==> config.mk <==
export PLATFORM = sky130hd
export DESIGN_NAME = uart_core
export DESIGN_NICKNAME = d
export VERILOG_FILES = /design/src/rtl/uart_core.sv
export SDC_FILE = /design/constraint.sdc
export NUM_CORES = 1
export LEC_CHECK = 0
export ABC_AREA = 1
export CAP_MARGIN = 20
export CORE_ASPECT_RATIO = 1.5
export CORE_MARGIN = 4
export CORE_UTILIZATION = 40
export DETAILED_ROUTE_END_ITERATION = 10
export HOLD_SLACK_MARGIN = 0.02
export SYNTH_ARGS = -nofsm -noshare
export SYNTH_HDL_FRONTEND = slang
export SYNTH_SLANG_ARGS = --single-unit
==> constraint.sdc <==
create_clock -name clk -period 2.7 [get_ports clk]
set_input_delay 0.54 -clock clk [delete_from_list [all_inputs] [get_ports clk]]
set_output_delay 0.54 -clock clk [all_outputs]
set_load 0.05 [all_outputs]
==> src/rtl/uart_core.sv <==
// uart_core: full-duplex 7-bit UART, even parity, 1 start / 1 stop bit.
// Transmitter and receiver are independent FSMs sharing one clock; every
// output comes straight from a flop.
module uart_core #(
    parameter int CLKS_PER_BIT = 521
) (
    input  logic       clk,
    input  logic       rst_n,
    input  logic       tx_start,
    input  logic [6:0] datain_tx,
    output logic       tx_out,
    input  logic       rx_in,
    output logic [6:0] dataout_rx,
    output logic       parity_error_rx,
    output logic       parity_received
);

    localparam int CW = $clog2(CLKS_PER_BIT);
    // Last count of a full bit period.
    localparam logic [CW-1:0] BIT_LAST  = CW'(CLKS_PER_BIT - 1);
    // Start confirmation lands half a bit after the synchronized falling edge;
    // one cycle goes to the IDLE->START transition, one to the decision edge.
    localparam logic [CW-1:0] HALF_LAST = CW'(CLKS_PER_BIT / 2 - 2);
    localparam logic [CW-1:0] CNT_ZERO  = {CW{1'b0}};
    localparam logic [CW-1:0] CNT_ONE   = CW'(1);

    typedef enum logic [2:0] {
        ST_IDLE   = 3'd0,
        ST_START  = 3'd1,
        ST_DATA   = 3'd2,
        ST_PARITY = 3'd3,
        ST_STOP   = 3'd4
    } state_e;

    // Even parity bit: makes the total count of ones (data + parity) even.
    function automatic logic even_parity(input logic [6:0] d);
        return ^d;
    endfunction

    // ------------------------------------------------------------------
    // Transmitter
    // ------------------------------------------------------------------
    state_e          tx_state_q, tx_state_d;
    logic [CW-1:0]   tx_cnt_q,   tx_cnt_d;
    logic [2:0]      tx_bit_q,   tx_bit_d;
    logic [6:0]      tx_shift_q, tx_shift_d;
    logic            tx_par_q,   tx_par_d;
    logic            tx_out_q,   tx_out_d;

    // TX next state; tx_out is derived from the current state and registered,
    // so the line follows the state by exactly one cycle.
    always_comb begin
        tx_state_d = tx_state_q;
        tx_cnt_d   = tx_cnt_q;
        tx_bit_d   = tx_bit_q;
        tx_shift_d = tx_shift_q;
        tx_par_d   = tx_par_q;
        tx_out_d   = 1'b1;
        case (tx_state_q)
            ST_IDLE: begin
                tx_out_d = 1'b1;
                tx_cnt_d = CNT_ZERO;
                tx_bit_d = 3'd0;
                if (tx_start) begin
                    tx_shift_d = datain_tx;
                    tx_par_d   = even_parity(datain_tx);
                    tx_state_d = ST_START;
                end else begin
                    tx_state_d = ST_IDLE;
                end
            end
            ST_START: begin
                tx_out_d = 1'b0;
                if (tx_cnt_q == BIT_LAST) begin
                    tx_cnt_d   = CNT_ZERO;
                    tx_state_d = ST_DATA;
                end else begin
                    tx_cnt_d = tx_cnt_q + CNT_ONE;
                end
            end
            ST_DATA: begin
                tx_out_d = tx_shift_q[0];
                if (tx_cnt_q == BIT_LAST) begin
                    tx_cnt_d   = CNT_ZERO;
                    tx_shift_d = {1'b0, tx_shift_q[6:1]};
                    if (tx_bit_q == 3'd6) begin
                        tx_state_d = ST_PARITY;
                    end else begin
                        tx_bit_d = tx_bit_q + 3'd1;
                    end
                end else begin
                    tx_cnt_d = tx_cnt_q + CNT_ONE;
                end
            end
            ST_PARITY: begin
                tx_out_d = tx_par_q;
                if (tx_cnt_q == BIT_LAST) begin
                    tx_cnt_d   = CNT_ZERO;
                    tx_state_d = ST_STOP;
                end else begin
                    tx_cnt_d = tx_cnt_q + CNT_ONE;
                end
            end
            ST_STOP: begin
                tx_out_d = 1'b1;
                if (tx_cnt_q == BIT_LAST) begin
                    tx_cnt_d   = CNT_ZERO;
                    tx_state_d = ST_IDLE;
                end else begin
                    tx_cnt_d = tx_cnt_q + CNT_ONE;
                end
            end
            default: begin
                tx_out_d   = 1'b1;
                tx_cnt_d   = CNT_ZERO;
                tx_state_d = ST_IDLE;
            end
        endcase
    end

    // TX state and output registers.
    always_ff @(posedge clk or negedge rst_n) begin
        if (!rst_n) begin
            tx_state_q <= ST_IDLE;
            tx_cnt_q   <= CNT_ZERO;
            tx_bit_q   <= 3'd0;
            tx_shift_q <= 7'd0;
            tx_par_q   <= 1'b0;
            tx_out_q   <= 1'b1;
        end else begin
            tx_state_q <= tx_state_d;
            tx_cnt_q   <= tx_cnt_d;
            tx_bit_q   <= tx_bit_d;
            tx_shift_q <= tx_shift_d;
            tx_par_q   <= tx_par_d;
            tx_out_q   <= tx_out_d;
        end
    end

    assign tx_out = tx_out_q;

    // ------------------------------------------------------------------
    // Receiver
    // ------------------------------------------------------------------
    logic            rx_meta_q,  rx_meta_d;
    logic            rx_sync_q,  rx_sync_d;
    state_e          rx_state_q, rx_state_d;
    logic [CW-1:0]   rx_cnt_q,   rx_cnt_d;
    logic [2:0]      rx_bit_q,   rx_bit_d;
    logic [6:0]      rx_shift_q, rx_shift_d;
    logic [6:0]      rx_data_q,  rx_data_d;
    logic            rx_perr_q,  rx_perr_d;
    logic            rx_par_q,   rx_par_d;

    // Two-stage synchronizer input for the asynchronous serial line.
    always_comb begin
        rx_meta_d = rx_in;
        rx_sync_d = rx_meta_q;
    end

    // RX next state: half-bit start check, then full-bit sampling; the STOP
    // state waits for a high line so a held break cannot retrigger.
    always_comb begin
        rx_state_d = rx_state_q;
        rx_cnt_d   = rx_cnt_q;
        rx_bit_d   = rx_bit_q;
        rx_shift_d = rx_shift_q;
        rx_data_d  = rx_data_q;
        rx_perr_d  = rx_perr_q;
        rx_par_d   = rx_par_q;
        case (rx_state_q)
            ST_IDLE: begin
                rx_cnt_d = CNT_ZERO;
                rx_bit_d = 3'd0;
                if (!rx_sync_q) begin
                    rx_state_d = ST_START;
                end else begin
                    rx_state_d = ST_IDLE;
                end
            end
            ST_START: begin
                if (rx_cnt_q == HALF_LAST) begin
                    rx_cnt_d = CNT_ZERO;
                    if (!rx_sync_q) begin
                        rx_state_d = ST_DATA;
                    end else begin
                        rx_state_d = ST_IDLE;
                    end
                end else begin
                    rx_cnt_d = rx_cnt_q + CNT_ONE;
                end
            end
            ST_DATA: begin
                if (rx_cnt_q == BIT_LAST) begin
                    rx_cnt_d   = CNT_ZERO;
                    rx_shift_d = {rx_sync_q, rx_shift_q[6:1]};
                    if (rx_bit_q == 3'd6) begin
                        rx_state_d = ST_PARITY;
                    end else begin
                        rx_bit_d = rx_bit_q + 3'd1;
                    end
                end else begin
                    rx_cnt_d = rx_cnt_q + CNT_ONE;
                end
            end
            ST_PARITY: begin
                if (rx_cnt_q == BIT_LAST) begin
                    rx_cnt_d   = CNT_ZERO;
                    rx_data_d  = rx_shift_q;
                    rx_par_d   = rx_sync_q;
                    rx_perr_d  = rx_sync_q ^ even_parity(rx_shift_q);
                    rx_state_d = ST_STOP;
                end else begin
                    rx_cnt_d = rx_cnt_q + CNT_ONE;
                end
            end
            ST_STOP: begin
                if (rx_cnt_q != BIT_LAST) begin
                    rx_cnt_d = rx_cnt_q + CNT_ONE;
                end else if (rx_sync_q) begin
                    rx_cnt_d   = CNT_ZERO;
                    rx_state_d = ST_IDLE;
                end else begin
                    rx_state_d = ST_STOP;
                end
            end
            default: begin
                rx_cnt_d   = CNT_ZERO;
                rx_state_d = ST_IDLE;
            end
        endcase
    end

    // RX synchronizer, state and output registers.
    always_ff @(posedge clk or negedge rst_n) begin
        if (!rst_n) begin
            rx_meta_q  <= 1'b1;
            rx_sync_q  <= 1'b1;
            rx_state_q <= ST_IDLE;
            rx_cnt_q   <= CNT_ZERO;
            rx_bit_q   <= 3'd0;
            rx_shift_q <= 7'd0;
            rx_data_q  <= 7'd0;
            rx_perr_q  <= 1'b0;
            rx_par_q   <= 1'b0;
        end else begin
            rx_meta_q  <= rx_meta_d;
            rx_sync_q  <= rx_sync_d;
            rx_state_q <= rx_state_d;
            rx_cnt_q   <= rx_cnt_d;
            rx_bit_q   <= rx_bit_d;
            rx_shift_q <= rx_shift_d;
            rx_data_q  <= rx_data_d;
            rx_perr_q  <= rx_perr_d;
            rx_par_q   <= rx_par_d;
        end
    end

    assign dataout_rx      = rx_data_q;
    assign parity_error_rx = rx_perr_q;
    assign parity_received = rx_par_q;

endmodule

==> After elaboration in Yosys (flattened, before gate mapping) <==
Index checks and enable logic that the tools add are counted.
{ "classes": {"addsub": 4, "n_eq_ne": 28, "n_mux": 33, "n_bitwise": 1, "n_reduce_logical": 16} }
{ "op_table": {"columns": ["operator", "count"], "rows": [
  ["10-bit 2-to-1 mux", 6],
  ["3-bit 2-to-1 mux", 15],
  ["10-bit one-hot mux with 3 select lines", 1],
  ["3-bit one-hot mux with 5 select lines", 2],
  ["2-bit != test (second input constant)", 13],
  ["10-bit by 1-bit adder with 10-bit output (second input constant)", 2],
  ["10-bit equality test (second input constant)", 2],
  ["7-bit 2-to-1 mux", 2],
  ["7-bit one-hot mux with 2 select lines", 1],
  ["7-bit XOR reduction", 2],
  ["3-bit by 2-bit equality test with 1-bit output (second input constant)", 4],
  ["3-bit equality test (second input constant)", 4],
  ["3-bit one-hot mux with 2 select lines", 2],
  ["10-bit by 9-bit equality test with 1-bit output (second input constant)", 1],
  ["10-bit != test (second input constant)", 1],
  ["5-bit AND reduction", 2],
  ["3-bit AND reduction", 3],
  ["3-bit by 1-bit adder with 3-bit output (second input constant)", 2],
  ["3-bit by 1-bit equality test with 1-bit output (second input constant)", 2],
  ["3-bit zero test", 2],
  ["2-bit AND reduction", 3],
  ["2-bit nonzero test", 2],
  ["4-bit OR reduction", 1],
  ["3-bit != test (second input constant)", 1],
  ["5 further kinds", 6]
]} }
{ "totals": {"register_bits": 59, "input_bits": 11, "output_inout_bits": 10, "elab_cells": 97} }

==> Longest topological paths before layout <==
Gate-level depths: netlist (run 1).
{ "logic_depth": {"depth_word": 4, "depth_mapped": 10, "ltp_nobuf": 9} }

==> Worst setup path after synthesis (run 1) <==
Ideal clock, no wire load.
{ "synth_path": {"path_kind": "register -> register", "from": "register rx_cnt_q[0]", "to": "register rx_perr_q, in the netlist parity_error_rx", "setup_ns": 0.124, "arrival_ns": 1.343, "required_ns": 2.576, "path_slack_ns": 1.233, "path_stages_with_launch": 9, "n_path_buf": 1, "period_less_slack_ns": 1.467, "cell_sequence": "dfrtp_1 inv_1 ha_1 nand3_1 nor2_2 nand3_2 buf_6 nand2_2 nand3_1"} }
{ "synth_between": {"elab_chain_cells": 2} }
{ "synth_rtl": {"columns": ["item", "line", "text"], "rows": [
  ["from (decl)", "148", "logic [CW-1:0] rx_cnt_q, rx_cnt_d;"],
  ["from (signal assigned)", "250", "rx_cnt_q <= rx_cnt_d;"],
  ["10-bit equality test", "207", "if (rx_cnt_q == BIT_LAST) begin"],
  ["2-bit AND reduction (no line)", null, null],
  ["to (signal assigned)", "254", "rx_perr_q <= rx_perr_d;"],
  ["to (decl)", "152", "logic rx_perr_q, rx_perr_d;"]
]} }
Every way passes these cells.
A chain may end at the register's enable or synchronous reset.

==> Worst setup path after layout (run 1) <==
{ "layout_path": {"from": "register tx_out_q, in the netlist tx_out", "to": "output tx_out"} }
{ "layout_rtl": {"columns": ["item", "line", "text"], "rows": [
  ["from (decl)", "48", "logic tx_out_q, tx_out_d;"],
  ["from (signal assigned)", "136", "tx_out_q <= tx_out_d;"],
  ["to (decl)", "11", "output logic tx_out,"]
]} }
No word-level cell between the ends.

==> results.txt, run 1 <==
----------------------------------------------------
[Clock tree]
  CTS tree ... done
  Count of hold buffers inserted by post-cts repair ... 0
  CTS root buf ... sky130_fd_sc_hd__clkbuf_16
  Number of sinks handled by clock tree synthesis ... 59
  Skew-Pair Late Insertion Delay ... 330 ps
  Total of cells resized after clock tree synthesis ... 0
  Buffer count from post-CTS setup fixing ... 0
  Maximum root-to-sink buffer count ... 2
  Number of buffers added by the clock tree synthesis step ... 9
  CTS clk-pin slew, worst paths ... around 50 ps
  Number of H-tree branching levels ... 3

[Run]
  Total of max-cap violations ... 0

[Routing]
  Overall routed net length ... ~6200 um
  Final antenna-violating net count ... 0
  First-pass DRT Iterations ... 4
  WL/cell ... 11.5 um
  Number of violations reported at the end of detailed-routing iteration 0 ... between 100 and 150
  Number of vias per cell after detailed routing ... roughly 4.8
  Total number of vias ... 2,620
  DRC viols ... 0

[Worst setup path]
  Start of the worst register-to-register path ... rx_cnt_q[0]$_DFFE_PN0P_
  Worst-path cell chain ... clkdlybuf4s50_1
  Sort of element at the end of the critical path ... output port
  Arrival time of data at the critical path endpoint ... approximately 1600 ps
  Setup CP Type ... flip-flop to output port
  CP max stage delay ... about 800 ps
  Biggest fanout along the worst timing path ... 1
  Cell family contributing the most delay on the critical path ... buffers and inverters
  R2r endpoint ... parity_error_rx$_DFFE_PN0P_
  CP Data Required Time ... around 2200 ps
  Number of buffer and inverter instances along the worst setup path ... 1
  Depth of the worst register-to-register path ... 8
  Register-to-register path setup slack ... approximately 950 ps
  Worst setup SP type ... flip-flop
  Worst path slowest cell ... sky130_fd_sc_hd__clkdlybuf4s50_1

[Finish]
  Fillers ... 798
  Layout cell share with drive strength beyond 1 ... 0.165
  Post-layout instance count excluding filler cells ... 541
  Commonest non-fill, non-tap cell in the layout ... sky130_fd_sc_hd__nand2_1
  Most used cells in the layout excluding fill and tap cells ... 120 x sky130_fd_sc_hd__nand2_1, 56 x sky130_fd_sc_hd__dfrtp_1, 39 x sky130_fd_sc_hd__inv_1
  Number of nets in the layout ... ~450
  Layout-stage area growth over the synthesis result ... 17.9%
  Area of all sequential standard cells ... ~1500 sq um
  Combined area of the multi-input logic cells ... approximately 1600 sq um
  Antenna diodes ... 0
  Post-layout util ... 0.485

[STA]
  Fin crit share ... 0.804
  Setup repair after global routing missed its margin ... false
  Fin. Hold Viols ... 0
  Final TNS setup ... 0 ps
  Shortest period the worst path allows ... between 2000 and 2500 ps
  Hold slack final ... 271 ps
  Clock Skew ... 7.98 ps
  Top achievable clock speed ... 0.461 GHz
  Max Slew Vio Count ... 0
  Count of final setup violators ... 0
  Headroom to the max-slew limit ... 0.526
  Worst Tran Pin Value ... 710 ps

[Power]
  Worst ir drop on vdd ... between 0.3 and 0.4 mV
  Total leakage power ... 1.93 nW
  Power per cell area ... 513 nW/um^2
  Overall power ... ~2 mW

[Floorplanning]
  Area of the core region ... 8010 sq um
  Die Y ... 119 um
  Starting density of the core ... 0.411
  Number of standard-cell rows in the floorplan ... 40
  Die X ... slightly above 80 um
  Number of top-level pins ... 21
  Total die area ... between 9000 and 10,000 sq um

[Synthesis]
  Number of flops mapped to enable cells by yosys ... 0
  Cell type with the largest total area after synthesis ... sky130_fd_sc_hd__dfrtp_1
  Count of mapped cells out of synthesis ... roughly 400
  Sequential element share of the synthesized area ... 0.449
  Share of Yosys cell area claimed by the top area cell type ... 0.426
  Mean instance size in the synthesized netlist ... around 8.2 sq um
  Largest cells by area after synthesis ... sky130_fd_sc_hd__dfrtp_1 43%, sky130_fd_sc_hd__nand2_1 14%, sky130_fd_sc_hd__nand3_1 5.3%, sky130_fd_sc_hd__inv_1 4.4%, sky130_fd_sc_hd__o21ai_2 4.0%
  Count of distinct cell types in the synthesized netlist ... 33
  Post-synthesis register bit count ... between 50 and 60
  Post-synthesis instance area ... 3290 sq um
  Top flip-flop cell by instance count after synthesis ... sky130_fd_sc_hd__dfrtp_1
  Async set-or-reset flop fraction in the synthesized netlist ... 1.00
  Net count after synthesis ... 422
  Yosys warnings ... 0

[Global route]
  Most crowded layer after global routing ... met2
  Total congestion overflow after global routing ... 0
  Via count of the first global-routing pass ... 2,625
  Wire length of the first global-routing pass ... around 11,000 um
  Met2 GRT Util ... 0.249
  GRT met1 Usage ... 0.169
  Pin count of the biggest net entering global routing ... 31
  Global routing usage summed across all routing layers ... 0.148
  Number of antenna violations at the first check in global routing ... 0
  Met3 GRT Util ... 0.0401

[Placement]
  Count of input and output buffers ... 20
  Global placement routability congestion ... ~0.79
  Number of placed cells counting well taps ... roughly 530
  HPWL reported at the end of detailed placement ... roughly 4600 um

[Status]
  Result of the run ... complete, no violations

[Min path]
  Hold Path Class ... input port to async pin

----------------------------------------------------
per-layer routing:
layer	share of wire	up-vias	wire, um
met2	0.52	35	3210
met1	0.43	1231	2650
met4	0.022	0	139
li1	-	1343	-
met5	0	-	0
met3	0.036	11	223
report_power, final:
part	switching, mW	internal, mW	leakage (nW)
registers	0.00129	0.889	0.779
clock network	0.380	0.665	0.139
logic	0.0339	0.0246	1.01
layout make-up:
class	count	share of cell area
clock inverter	3	0.00387
multi-input combinational	291	0.410
timing repair buffer	21	0.0554
tap	105	0.0338
sequential	59	0.381
clock buffer	13	0.0671
inverter	49	0.0487
per-stage QoR:
| step | cell area [sq um] | worst slack (ps) |
|---|---|---|
| after floorplan | 3290 | 1230 |
| after global placement | 3610 | 869 |
| after detailed placement | 3610 | 871 |
| after CTS | 3880 | 508 |
| after global routing | 3880 | 485 |
| final | 3880 | 529 |
cell families after synthesis:
| family | synth area share |
|---|---|
| AND/OR/NAND/NOR | 0.317 |
| flip-flops | 0.449 |
| buffers and inverters | 0.0676 |
| AO/OA/AOI/OAI | 0.0942 |
| XOR/XNOR | 0.0372 |
| adder cells (fa/ha/maj) | 0.0342 |
worst max path at each step:
| stage | start | end | slack, ps | depth (start not counted) |
|---|---|---|---|---|
| final | tx_out$_DFF_PN1_ | tx_out | 530 | 1 |
| after global routing | tx_out$_DFF_PN1_ | tx_out | 490 | 1 |
| after CTS | tx_out$_DFF_PN1_ | tx_out | 510 | 1 |
| after detailed placement | tx_out$_DFF_PN1_ | tx_out | 870 | 1 |
| after global placement | tx_out$_DFF_PN1_ | tx_out | 870 | 1 |
| after floorplan | rx_cnt_q[0]$_DFFE_PN0P_ | parity_error_rx$_DFFE_PN0P_ | 1230 | 8 |
sequential cells by signal, summed over array words and instances, names as in the netlist:
signal,count
tx_state_q,3
tx_shift_q,7
rx_bit_q,3
tx_out,1
dataout_rx,7
rx_shift_q,7
rx_cnt_q,10
tx_bit_q,3
parity_error_rx,1
rx_state_q,3
tx_par_q,1
parity_received,1
tx_cnt_q,10
rx_meta_q,1
rx_sync_q,1
cell usage after synthesis, drive strengths merged, types with 4 or more instances:
| cell type | number |
|---|---|
| nor3 | 6 |
| nand4 | 6 |
| ha | 9 |
| o21ai | 35 |
| xor2 | 11 |
| dfrtp | 56 |
| a21oi | 4 |
| nand2 | 134 |
| nor2 | 38 |
| inv | 49 |
| nand3 | 37 |
Power figures use the tool's default switching activity.
==> inputs of run 2 (changes only) <==
Clock period 2.7 ns to 1.8 ns, I/O delays scaled along.
==> results.txt, run 2 (synthesis results as in run 1) <==
----------------------------------------------------
[Routing]
  Number of violations reported at the end of detailed-routing iteration 0 ... 127 (was 133)
  Overall routed net length ... 6570 um (was 6220 um)
  DRC viols ... 0 (unchanged)
  First-pass DRT Iterations ... 4 (unchanged)
  Number of vias per cell after detailed routing ... 4.90 (was 4.84)
  Final antenna-violating net count ... 0 (unchanged)
  Total number of vias ... 2,660 (was 2,620)
  WL/cell ... 12.1 um (was 11.5 um)

[Finish]
  Antenna diodes ... 0 (unchanged)
  Most used cells in the layout excluding fill and tap cells ... 120 x sky130_fd_sc_hd__nand2_1, 56 x sky130_fd_sc_hd__dfrtp_1, 39 x sky130_fd_sc_hd__inv_1 (unchanged)
  Layout-stage area growth over the synthesis result ... 19.9% (was 17.9%)
  Combined area of the multi-input logic cells ... 1600 sq um (was 1590 sq um)
  Fillers ... 786 (was 798)
  Post-layout instance count excluding filler cells ... 543 (was 541)
  Largest registers ... rx_cnt_q (10), tx_cnt_q (10) (unchanged)
  Commonest non-fill, non-tap cell in the layout ... sky130_fd_sc_hd__nand2_1 (unchanged)
  Area of all sequential standard cells ... 1480 sq um (unchanged)
  Number of nets in the layout ... 453 (was 451)
  Layout cell share with drive strength beyond 1 ... 0.196 (was 0.165)
  Final cell area excluding filler cells ... 3950 sq um (was 3880 sq um)

[STA]
  Count of final setup violators ... 0 (unchanged)
  Shortest period the worst path allows ... 1610 ps
  Fin crit share ... 0.893
  Top achievable clock speed ... around 0.62 GHz
  Max Slew Vio Count ... 0 (unchanged)
  Setup repair after global routing missed its margin ... false (unchanged)
  Worst Tran Pin Value ... 391 ps (was 710 ps)
  Headroom to the max-slew limit ... 0.739 (was 0.526)
  Fin. Hold Viols ... 0 (unchanged)
  Final TNS setup ... 0 ps (unchanged)
  Clock Skew ... 5.54 ps (was 7.98 ps)

[Clock tree]
  CTS tree ... done (unchanged)
  Number of sinks handled by clock tree synthesis ... 59 (unchanged)
  Maximum root-to-sink buffer count ... 2 (unchanged)
  Number of H-tree branching levels ... 3 (unchanged)
  CTS root buf ... sky130_fd_sc_hd__clkbuf_16 (unchanged)
  CTS clk-pin slew, worst paths ... 50 ps (about the same)
  Skew-Pair Late Insertion Delay ... 320 ps (was 330 ps)
  Number of buffers added by the clock tree synthesis step ... 9 (unchanged)
  Count of hold buffers inserted by post-cts repair ... 0 (unchanged)

[Power]
  Total leakage power ... 1.99 nW (was 1.93 nW)
  Overall power ... 3.47 mW (was 1.99 mW)
  Power per cell area ... 878 nW/um^2 (was 513 nW/um^2)
  Worst ir drop on vdd ... 0.541 mV (was 0.400 mV)

[Placement]
  Global placement routability congestion ... 0.888 (was 0.788)
  Count of input and output buffers ... 20 (unchanged)
  Cell area after placement ... 3580 sq um (was 3610 sq um)
  Number of placed cells counting well taps ... 527 (was 525)
  HPWL reported at the end of detailed placement ... 4720 um (was 4550 um)

[Worst setup path]
  R2r endpoint ... rx_cnt_q[5]$_DFFE_PN0P_ (was parity_error_rx$_DFFE_PN0P_)
  Register-to-register path setup slack ... 190 ps (was 950 ps)
  Setup CP Type ... flip-flop to flip-flop (was flip-flop to output port)
  CP Data Required Time ... 2010 ps (was 2160 ps)
  Arrival time of data at the critical path endpoint ... 1820 ps (was 1630 ps)
  Depth of the worst register-to-register path ... 9 (was 8)
  Worst-path cell chain ... inv_1 > ha_1 > nand3_1 > nor2_4 > nand2_4 > o21ai_4 > nand2_2 > nor2_4 > nor2_1 (was clkdlybuf4s50_1)
  Sort of element at the end of the critical path ... flip-flop (was output port)
  Cell family contributing the most delay on the critical path ... simple AND/OR/NAND/NOR gates (was buffers and inverters)
  CP max stage delay ... 410 ps (was 790 ps)
  Worst path slowest cell ... sky130_fd_sc_hd__dfrtp_1 (was sky130_fd_sc_hd__clkdlybuf4s50_1)
  Library cell appearing most often on the critical path ... sky130_fd_sc_hd__nor2_4
  Biggest fanout along the worst timing path ... 8 (was 1)
  Number of buffer and inverter instances along the worst setup path ... 1 (unchanged)
  Start of the worst register-to-register path ... rx_cnt_q[0]$_DFFE_PN0P_ (unchanged)
  Worst setup SP type ... flip-flop (unchanged)

[Run]
  Total of max-cap violations ... 0 (unchanged)

[Floorplanning]
  Total die area ... 9780 sq um (unchanged)
  Number of standard-cell rows in the floorplan ... 40 (unchanged)
  Die Y ... 119 um (unchanged)
  Die X ... 82.1 um (unchanged)
  Area of the core region ... 8010 sq um (unchanged)
  Starting density of the core ... 0.411 (unchanged)
  Number of top-level pins ... 21 (unchanged)

[Global route]
  Wire length of the first global-routing pass ... 11,600 um (was 11,300 um)
  Number of antenna violations at the first check in global routing ... 0 (unchanged)
  Pin count of the biggest net entering global routing ... 31 (unchanged)
  Via count of the first global-routing pass ... 2,643 (was 2,625)
  Global routing usage summed across all routing layers ... 0.154 (was 0.148)
  Total congestion overflow after global routing ... 0 (unchanged)

[Min path]
  Hold Path Class ... input port to async pin (unchanged)

[Status]
  Result of the run ... complete, no violations (unchanged)

----------------------------------------------------
==> run 2: cell count changes in the layout (fill, tap and decap cells not counted), sizes merged <==
cell           previous run  this run
buf                       2        14
bufinv                    0         3
clkbuf                   13        12
clkdlybuf4s50            19         9
clkinv                    3         1
==> run 2: power breakdown <==
part	leakage (nW)	internal, mW	total, mW	switching, mW
clock	0.179	1.46	2.05	0.585
combinational	1.03	0.0354	0.0857	0.0502
sequential	0.779	1.33	1.33	0.00195
==> run 2: area by class of cell <==
class                   count  share of cell area
clock buffers              12              0.0675
clock inverters             4              0.0241
inverters                  49              0.0478
multi-input cells         291               0.404
flip-flops and latches     59               0.375
well taps                 105              0.0333
repair buffers             23              0.0488
==> run 2: repair_timing <==
action | in CTS | in global routing
setup buffers | 0 | 0
endpoints found under the setup margin | 0 | 4
resized for setup | 0 | 1
==> run 2: metal layers <==
metal	track usage	routed length, um	vias to the layer above
li1	-	-	1350
met2	0.256	3370	48
met4	0.0811	228	0
met5	0	0	-
met3	0.0439	228	16
met1	0.173	2750	1246
==> run 2: through the flow <==
step,hold slack [ps],util,setup slack (ps)
finish,70.0,0.493,193
global route,112,0.493,15.5
CTS,92.8,0.493,171
detailed placement,349,0.448,182
global placement,346,0.448,238
floorplan,64.4,-,333
==> run 2: worst register-to-register path: stages, from the launching register on <==
cell and delay [ps]:
sky130_fd_sc_hd__dfrtp_1 410, sky130_fd_sc_hd__inv_1 120, sky130_fd_sc_hd__ha_1 150, sky130_fd_sc_hd__nand3_1 120, sky130_fd_sc_hd__nor2_4 160, sky130_fd_sc_hd__nand2_4 110
sky130_fd_sc_hd__o21ai_4 110, sky130_fd_sc_hd__nand2_2 120, sky130_fd_sc_hd__nor2_4 130, sky130_fd_sc_hd__nor2_1 50
==> run 2: worst max path at each step <==
| stage | startpoint | end | slack, ps | cells past startpoint |
|---|---|---|---|---|
| floorplan | rx_cnt_q[0]$_DFFE_PN0P_ | parity_error_rx$_DFFE_PN0P_ | 330 | 8 |
| global placement | rx_cnt_q[0]$_DFFE_PN0P_ | rx_cnt_q[6]$_DFFE_PN0P_ | 240 | 9 |
| detailed placement | rx_cnt_q[0]$_DFFE_PN0P_ | rx_cnt_q[9]$_DFFE_PN0P_ | 180 | 9 |
| CTS | rx_cnt_q[0]$_DFFE_PN0P_ | rx_cnt_q[5]$_DFFE_PN0P_ | 170 | 9 |
| global route | rx_cnt_q[0]$_DFFE_PN0P_ | rx_cnt_q[5]$_DFFE_PN0P_ | 20 | 9 |
| finish | rx_cnt_q[0]$_DFFE_PN0P_ | rx_cnt_q[5]$_DFFE_PN0P_ | 190 | 9 |
